File: src/rtl/mult_share_sched_if.sv
// mult_share_sched_if
// Handshake bundle between the two operand requesters, the shared multiplier
// scheduler and the result consumer.
//   req0_valid/req0_a/req0_b/req0_ready : requester 0 operands + handshake
//   req1_valid/req1_a/req1_b/req1_ready : requester 1 operands + handshake
//   res_valid/res_ready                 : product handshake toward consumer
//   res_product (2W)                    : signed product a*b
//   res_id                              : requester that owns res_product
//   busy                                : scheduler is not idle
// Modports: master = requesters/consumer side, slave = scheduler side.
interface mult_share_sched_if #(parameter int W = 8) ();
    logic             req0_valid;
    logic [W-1:0]     req0_a;
    logic [W-1:0]     req0_b;
    logic             req0_ready;
    logic             req1_valid;
    logic [W-1:0]     req1_a;
    logic [W-1:0]     req1_b;
    logic             req1_ready;
    logic             res_valid;
    logic             res_ready;
    logic [2*W-1:0]   res_product;
    logic             res_id;
    logic             busy;

    modport master (
        output req0_valid, req0_a, req0_b, req1_valid, req1_a, req1_b, res_ready,
        input  req0_ready, req1_ready, res_valid, res_product, res_id, busy
    );

    modport slave (
        input  req0_valid, req0_a, req0_b, req1_valid, req1_a, req1_b, res_ready,
        output req0_ready, req1_ready, res_valid, res_product, res_id, busy
    );
endinterface

File: src/rtl/mult_share_sched.sv
// mult_share_sched
// Round-robin scheduler for one shared signed shift-add multiplier. Two
// requesters offer W-bit two's-complement operand pairs; one is granted at a
// time, the magnitudes are multiplied one multiplier bit per clock, the sign
// is applied and the 2W-bit product is held until the consumer takes it.
// Ports:
//   clk   : clock, rising edge
//   reset : asynchronous active-high reset
//   bus   : mult_share_sched_if.slave (requesters, result, busy)
// Optional build macro: MULT_EARLY_TERM_EN -- leave RUN as soon as the
// remaining multiplier magnitude is zero (data-dependent latency).
//
// state | meaning
// IDLE  | waiting for a request; readies decoded from the valids
// RUN   | one shift-add iteration per clock
// SIGN  | apply the product sign, register the result
// DONE  | result held with res_valid until res_ready
module mult_share_sched #(
    parameter int W = 8
) (
    input logic              clk,
    input logic              reset,
    mult_share_sched_if.slave bus
);
    localparam int CW = $clog2(W + 1);

    typedef enum logic [1:0] {IDLE, RUN, SIGN, DONE} state_t;

    state_t          state, state_nxt;
    logic            ptr;        // requester served last
    logic            grant0, grant1;
    logic [W-1:0]    sel_a, sel_b;
    logic [W-1:0]    mplier;
    logic [2*W-1:0]  mcand;
    logic [2*W-1:0]  acc;
    logic [2*W-1:0]  product;
    logic [CW-1:0]   cnt;
    logic            sgn;
    logic            id;
    logic            run_exit;

    // |x| as an unsigned W-bit value; the most negative input maps to 2^(W-1).
    function automatic logic [W-1:0] mag(input logic [W-1:0] x);
        return x[W-1] ? (~x + W'(1)) : x;
    endfunction

    // Readies are held low during reset so every output reads zero then.
    always_comb begin
        grant0 = 1'b0;
        grant1 = 1'b0;
        if (state == IDLE && !reset) begin
            if (bus.req0_valid && (!bus.req1_valid || ptr))
                grant0 = 1'b1;
            else if (bus.req1_valid)
                grant1 = 1'b1;
        end
    end

    assign sel_a = grant1 ? bus.req1_a : bus.req0_a;
    assign sel_b = grant1 ? bus.req1_b : bus.req0_b;

`ifdef MULT_EARLY_TERM_EN
    assign run_exit = (mplier == '0) || (cnt == CW'(W));
`else
    assign run_exit = (cnt == CW'(W));
`endif

    always_comb begin
        state_nxt = state;
        case (state)
            IDLE: if (grant0 || grant1) state_nxt = RUN;
            RUN:  if (run_exit)         state_nxt = SIGN;
            SIGN:                       state_nxt = DONE;
            DONE: if (bus.res_ready)    state_nxt = IDLE;
            default:                    state_nxt = IDLE;
        endcase
    end

    always_ff @(posedge clk or posedge reset) begin
        if (reset)
            state <= IDLE;
        else
            state <= state_nxt;
    end

    always_ff @(posedge clk or posedge reset) begin
        if (reset) begin
            ptr     <= 1'b1;
            mplier  <= '0;
            mcand   <= '0;
            acc     <= '0;
            product <= '0;
            cnt     <= '0;
            sgn     <= 1'b0;
            id      <= 1'b0;
        end else begin
            case (state)
                IDLE: begin
                    if (grant0 || grant1) begin
                        mplier <= mag(sel_a);
                        mcand  <= {{W{1'b0}}, mag(sel_b)};
                        sgn    <= sel_a[W-1] ^ sel_b[W-1];
                        id     <= grant1;
                        ptr    <= grant1;
                        acc    <= '0;
                        cnt    <= '0;
                    end
                end
                RUN: begin
                    if (!run_exit) begin
                        if (mplier[0])
                            acc <= acc + mcand;
                        mplier <= mplier >> 1;
                        mcand  <= mcand << 1;
                        cnt    <= cnt + CW'(1);
                    end
                end
                SIGN: begin
                    product <= sgn ? (~acc + (2*W)'(1)) : acc;
                end
                default: ;
            endcase
        end
    end

    assign bus.req0_ready  = grant0;
    assign bus.req1_ready  = grant1;
    assign bus.res_valid   = (state == DONE);
    assign bus.res_product = product;
    assign bus.res_id      = id;
    assign bus.busy        = (state != IDLE);
endmodule

File: src/flat_wrapper.sv
// flat-port wrapper written by rule: the top's interface ports become plain ports
module mult_share_sched_flat 
#(
    parameter int W = 8
)
  (clk, reset, bus_req0_valid, bus_req0_a, bus_req0_b, bus_req1_valid, bus_req1_a, bus_req1_b, bus_res_ready, bus_req0_ready, bus_req1_ready, bus_res_valid, bus_res_product, bus_res_id, bus_busy);
  mult_share_sched_if #(.W(W)) bus_i ();
  input logic clk;
  input logic reset;
  input wire logic [$bits(bus_i.req0_valid)-1:0] bus_req0_valid;
  input wire logic [$bits(bus_i.req0_a)-1:0] bus_req0_a;
  input wire logic [$bits(bus_i.req0_b)-1:0] bus_req0_b;
  input wire logic [$bits(bus_i.req1_valid)-1:0] bus_req1_valid;
  input wire logic [$bits(bus_i.req1_a)-1:0] bus_req1_a;
  input wire logic [$bits(bus_i.req1_b)-1:0] bus_req1_b;
  input wire logic [$bits(bus_i.res_ready)-1:0] bus_res_ready;
  output wire logic [$bits(bus_i.req0_ready)-1:0] bus_req0_ready;
  output wire logic [$bits(bus_i.req1_ready)-1:0] bus_req1_ready;
  output wire logic [$bits(bus_i.res_valid)-1:0] bus_res_valid;
  output wire logic [$bits(bus_i.res_product)-1:0] bus_res_product;
  output wire logic [$bits(bus_i.res_id)-1:0] bus_res_id;
  output wire logic [$bits(bus_i.busy)-1:0] bus_busy;
  assign bus_i.req0_valid = bus_req0_valid;
  assign bus_i.req0_a = bus_req0_a;
  assign bus_i.req0_b = bus_req0_b;
  assign bus_i.req1_valid = bus_req1_valid;
  assign bus_i.req1_a = bus_req1_a;
  assign bus_i.req1_b = bus_req1_b;
  assign bus_i.res_ready = bus_res_ready;
  assign bus_req0_ready = bus_i.req0_ready;
  assign bus_req1_ready = bus_i.req1_ready;
  assign bus_res_valid = bus_i.res_valid;
  assign bus_res_product = bus_i.res_product;
  assign bus_res_id = bus_i.res_id;
  assign bus_busy = bus_i.busy;
  mult_share_sched #(.W(W)) u_core (.clk(clk), .reset(reset), .bus(bus_i));
endmodule
File: config.mk
export PLATFORM = sky130hd
export DESIGN_NAME = mult_share_sched_flat
export DESIGN_NICKNAME = d
export VERILOG_FILES = /design/src/rtl/mult_share_sched_if.sv /design/src/rtl/mult_share_sched.sv /design/src/flat_wrapper.sv
export SDC_FILE = /design/constraint.sdc
export NUM_CORES = 1
export LEC_CHECK = 0
export CORE_UTILIZATION = 30
export DETAILED_ROUTE_END_ITERATION = 10
export GPL_ROUTABILITY_DRIVEN = 0
export PLACE_DENSITY = 0.47
export SYNTH_ARGS = -nofsm -noshare
export SYNTH_HDL_FRONTEND = slang
export SYNTH_SLANG_ARGS = --single-unit
File: constraint.sdc
create_clock -name clk -period 2.9 [get_ports clk]
set_input_delay 0.29 -clock clk [delete_from_list [all_inputs] [get_ports clk]]
set_output_delay 0.29 -clock clk [all_outputs]
set_load 0.05 [all_outputs]
Yosys cells after proc, flatten, opt, wreduce, memory -nomap -nowiden
Cells that the tools add are included.

operators by class
  eq/ne operators = 9
  muxes and demuxes = 27
  reduce and logical (&&, ||, !) cells = 13
  $add $sub $neg = 5
  bitwise gates (word level) = 4

operators by type and width
  kind                   count
  $mux 16                6
  $pmux 16 s2            2
  $mux 8                 6
  $add 16x1->16 const B  1
  $add 16x16->16         1
  $add 8x1->8 const B    2
  $not 16->16            1
  $not 8->8              2
  $pmux 8 s2             1
  $mux 4                 2
  $pmux 2 s4             1
  $pmux 4 s2             1
  $mux 2                 3
  $ne 2x2->1 const B     3
  $reduce_and 3->1       2
  $mux 1                 5
  $add 4x1->4 const B    1
  $eq 2x2->1 const B     2
  $eq 4x4->1 const B     1
  $ne 2x1->1 const B     2
  $reduce_and 4->1       1
  $reduce_bool 2->1      2
  $eq 2x1->1 const B     1
  $logic_and 1x1->1      2
  5 further kinds        7

storage, ports and cells
  input bits = 37
  register bits after elaboration = 65
  output and inout port bits = 21

Depth between registers and ports, before layout
  word-level depth = 11
  mapped depth = 12
  gate-level depth less buffers = 11

Worst setup path after synthesis
Ideal clock, no wire load.

  kind = input -> register
  start point = input reset
  end point = register u_core.mcand[6]
  stages = 6
  slack = -0.098 ns
  setup time = 0.087 ns
  data arrival time = 2.911 ns
  data required time = 2.813 ns
  cell sequence = inv_1 a21oi_1 a21oi_1 clkbuf_1 nand2_1 o211ai_1

on the way
  word-level cells in the longest chain between the ends = 9
  elaborated cells between the ends (all ways) = 13
  those cells by class = add/sub: 1; eq/ne: 1; mux: 6; bitwise: 1; reduce/logical: 4

RTL lines
  item                    line                     source
  start: declaration      flat_wrapper.sv:9        input logic reset;
  $logic_not 1->1 (*)     mult_share_sched.sv:51   if (state == IDLE && !reset) begin
  $logic_and 1x1->1 (*)   mult_share_sched.sv:51
  $mux 1                  mult_share_sched.sv:51
  $mux 8                  mult_share_sched.sv:60   assign sel_b = grant1 ? bus.req1_b : bus.req0_b;
  $not 8->8               mult_share_sched.sv:44   return x[W-1] ? (~x + W'(1)) : x;
  $add 8x1->8             mult_share_sched.sv:44
  $mux 8                  mult_share_sched.sv:44
  $mux 16                 mult_share_sched.sv:99   if (grant0 || grant1) begin
  $pmux 16 s2             mult_share_sched.sv:97   case (state)
  end signal: assignment  mult_share_sched.sv:101  mcand <= {{W{1'b0}}, mag(sel_b)};
  end signal: assignment  mult_share_sched.sv:114  mcand <= mcand << 1;
  end: declaration        mult_share_sched.sv:34   logic [2*W-1:0] mcand;

Every way passes the cells marked *; elsewhere a longest branch is shown, timed or not. The select of a mux whose other input is x is not followed.
A chain may end at the register's enable or synchronous reset.

Final worst setup path
  start point = register u_core.state[0]
  end point = register u_core.mplier[6]

on the way
  word-level cells in the longest chain between the ends = 9
  elaborated cells between the ends (all ways) = 16
  those cells by class = add/sub: 1; eq/ne: 3; mux: 6; bitwise: 1; reduce/logical: 5

RTL lines
  item                      line                                            source
  start: declaration        mult_share_sched.sv:29                          state_t state, state_nxt;
  start signal: assignment  mult_share_sched.sv:83                          state <= state_nxt;
  $logic_not 2->1           mult_share_sched.sv:51, mult_share_sched.sv:97
  $logic_and 1x1->1         mult_share_sched.sv:51
  $mux 1                    mult_share_sched.sv:51
  $mux 8                    mult_share_sched.sv:59                          assign sel_a = grant1 ? bus.req1_a : bus.req0_a;
  $not 8->8                 mult_share_sched.sv:44
  $add 8x1->8               mult_share_sched.sv:44
  $mux 8                    mult_share_sched.sv:44
  $mux 8                    mult_share_sched.sv:99
  $pmux 8 s2                mult_share_sched.sv:97
  end signal: assignment    mult_share_sched.sv:100                         mplier <= mag(sel_a);
  end signal: assignment    mult_share_sched.sv:113                         mplier <= mplier >> 1;
  end: declaration          mult_share_sched.sv:33                          logic [W-1:0] mplier;

Parallel ways exist; a longest one is shown, timed or not. The select of a mux whose other input is x is not followed.

==> flow_summary.json <==
{
  "cts_root_buf": "clkbuf_16",
  "critPathRequiredTime_ps": 3120,
  "skew_ps": 6.574,
  "powerDensity_nw_per_um2": 1104,
  "cpMostUsedCell": "inv_1",
  "grt_first_pass_wirelength_um": 17210,
  "core_area_um2": 13450,
  "fin_util_pct": 39.47,
  "clk_path_buf_depth": 2,
  "synth-seq-cells": 65,
  "dieArea_um2": 14440,
  "rsz0062_at_grt": "no",
  "syn_inst": 479,
  "port_buffers": 57,
  "drive_above_1_share_pct": 5.678,
  "area_growth_pct": 26.72,
  "netlist_area_um2": 4190,
  "die_y_um": 120.2,
  "path_class": "flip-flop to flip-flop",
  "cts_tree": "yes",
  "start_kind": "flip-flop",
  "cp_max_fo": 26,
  "vias_per_cell": 4.902,
  "hold_path_class": "flip-flop to flip-flop",
  "grt_max_degree": 66,
  "grt_remaining_overflow": 0,
  "crit_slowest_cell": "o41ai_1",
  "diodes": 0,
  "antenna_found_initial": 0,
  "post-place-cells": 706,
  "num_vias": 3539,
  "cts.sinks": 65,
  "finalHoldViolCount": 0,
  "slew_violations": 0,
  "clk_pin_slew_ps": 50,
  "yosysWarnings": 0,
  "synth_top_flop_cell": "dfrtp_1",
  "synth_cell_types": 54,
  "status": "completed",
  "wl_per_cell_um": 14.16,
  "rows": 42,
  "cpLargestDelayFamily": "compound AO/OA/AOI/OAI gates",
  "timing.slew.headroom_pct": 35.10,
  "fin_nets": 603,
  "grt_pass1_vias": 3461,
  "syn_avg_cell_area_um2": 8.748,
  "first_iter_violations": 155,
  "h-tree-depth": 3,
  "synth_edf_count": 0,
  "clock_latency_ps": 330,
  "dr.pass1.iters": 4,
  "route.detailed.drc": 0,
  "grtUsageTotal_pct": 15.37,
  "period_minus_slack_ps": 2516,
  "crit_path_cell_trace": "inv_1 -> ha_1 -> and3b_2 -> nand2_4 -> inv_1 -> o41ai_1 -> a31oi_1 -> mux2i_1 -> nand3_1",
  "cts_buffers": 9,
  "drtAntennaViolNets": 0,
  "layout.cells.non_filler": 722,
  "ys_seq_area_share_pct": 38.85,
  "dpl-instance-area_um2": 4984,
  "path_buf_inv": 2,
  "dp.final_hpwl_um": 7896,
  "async_reset_ff_share_pct": 100.0,
  "initial_core_util_pct": 31.15,
  "cpPeakStageDelay_ps": 490,
  "p_leak_nw": 2.405,
  "ir_worst_vdd_mv": 0.4146,
  "drv_cap": 0,
  "chipWidth_um": 120.2,
  "cp-end-kind": "flip-flop",
  "p_total_mw": 5.864,
  "wl_um": 10220,
  "period_share_pct": 86.76,
  "report.final.setup_viol": 0,
  "design_area_um2": 5310,
  "finalSetupTns_ps": 0,
  "tightestPinTransition_ps": 963.3,
  "ios": 58,
  "critPathArrivalTime_ps": 2730,
  "synth_nets": 541,
  "fmax_mhz": 397.5
}
## cell usage in the layout (no fill, tap or decap), drive strengths merged, types with 3 or more instances in the layout
master,n
mux2i,12
o31ai,7
ha,24
nand3,15
nor2,38
or3,3
xor2,33
a31oi,6
dfrtp,64
a22o,11
nand2,63
a21o,5
xnor2,12
clkbuf,14
nor4,3
nand2b,3
nor3,10
inv,13
o211ai,6
a21oi,44
o21ai,48
nor2b,4
clkdlybuf4s50,55
and3,4
buf,11
## path summary, 6_finish.rpt
| check | start | endpoint | slack [ps] | cells after the start |
|---|---|---|---|---|
| hold / removal | u_core.mplier[5] | u_core.mplier[5] | 470 | 2 |
| min in group asynchronous | reset | u_core.bus.res_id | 670 | 3 |
| setup reg to reg | u_core.state[0] | u_core.mplier[6] | 380 | 9 |
| max in group asynchronous | reset | u_core.bus.res_product[11] | 1670 | 3 |
| hold reg to reg | u_core.mplier[5] | u_core.mplier[5] | 470 | 2 |
| setup / recovery | u_core.state[0] | u_core.mplier[6] | 380 | 9 |
## power by group
part | internal, mW | total (mW) | switching (mW)
Clock | 0.800 | 1.19 | 0.389
Sequential | 1.28 | 1.61 | 0.329
Combinational | 1.16 | 3.06 | 1.91
## flip-flops by register name, indices dropped and copies added, names as in the netlist
signal / flops
u_core.mcand: 16
u_core.state: 2
u_core.mplier: 8
u_core.ptr: 1
u_core.bus.res_product: 16
u_core.acc: 16
u_core.bus.res_id: 1
u_core.sgn: 1
u_core.cnt: 4
## kinds of logic (layout without fill, tap and decap cells)
group,after synthesis,in the layout,synth area share (%)
xor gates and xnor gates,45,45,9.406
muxes,13,13,3.135
buffers and inverters,31,98,3.105
AOI/OAI and AO/OA,144,144,20.87
adders and majority gates,25,25,7.644
and+or+nand+nor,156,156,16.99
DFF,65,65,38.85
## cell type report
class / count / area (um^2)
Timing Repair Buffer: 67 / 645.6
Tap cell: 176 / 220.2
Sequential cell: 65 / 1628
Multi-Input combinational cell: 383 / 2432
Fill cell: 1397 / 8143
Inverter: 15 / 60.06
Clock inverter: 2 / 60.06
Clock buffer: 14 / 264.0
## metrics by stage
stage,worst slack (ps),hold WS [ps]
global placement,385.9,464.5
floorplan,439.1,431.6
global route,197.5,501.5
CTS,125.3,477.1
detailed placement,296.5,464.8
finish,384.0,470.9
## worst register-to-register path: cells and delay by family (launching register included)
family          cells  cell delay, ps
fa+ha+maj           1             270
flops               1             390
buf+inv             2             300
mux                 1             170
simple gates        3             610
compound gates      2             670
## layer usage
metal | up-vias | track usage [%] | wire length [um]
li1 | 1839 | - | -
met3 | 9 | 3.632 | 318
met2 | 64 | 25.86 | 4929
met4 | 0 | 5.391 | 129
met5 | - | 0 | 0
met1 | 1627 | 19.14 | 4846
## timing repair
item	in CTS	in global routing
hold buffers	0	0
setup endpoints to repair	0	1
buffers inserted	0	0
resized for setup	0	1
## Yosys cell counts (3+ instances only)
library cell,number,area [um^2]
nand2b_1,3,18.77
and3_1,4,25.02
o31ai_1,7,52.55
nor3_1,10,50.05
buf_2,4,20.02
clkbuf_1,8,30.03
mux2i_1,12,120.1
nand3_1,15,75.07
or3_1,3,18.77
nand2_1,62,232.7
nor2b_1,4,25.02
o21ai_0,45,225.2
a21o_1,5,37.54
inv_1,14,52.55
xor2_1,33,289.0
nor4_1,3,18.77
xnor2_1,12,105.1
nor2_1,38,142.6
o21ai_1,3,15.01
ha_1,24,300.3
a21oi_1,44,220.2
o211ai_1,6,45.04
a31oi_1,6,37.54
dfrtp_1,64,1602
a22o_1,11,96.34
Power figures use the tool's default switching activity.
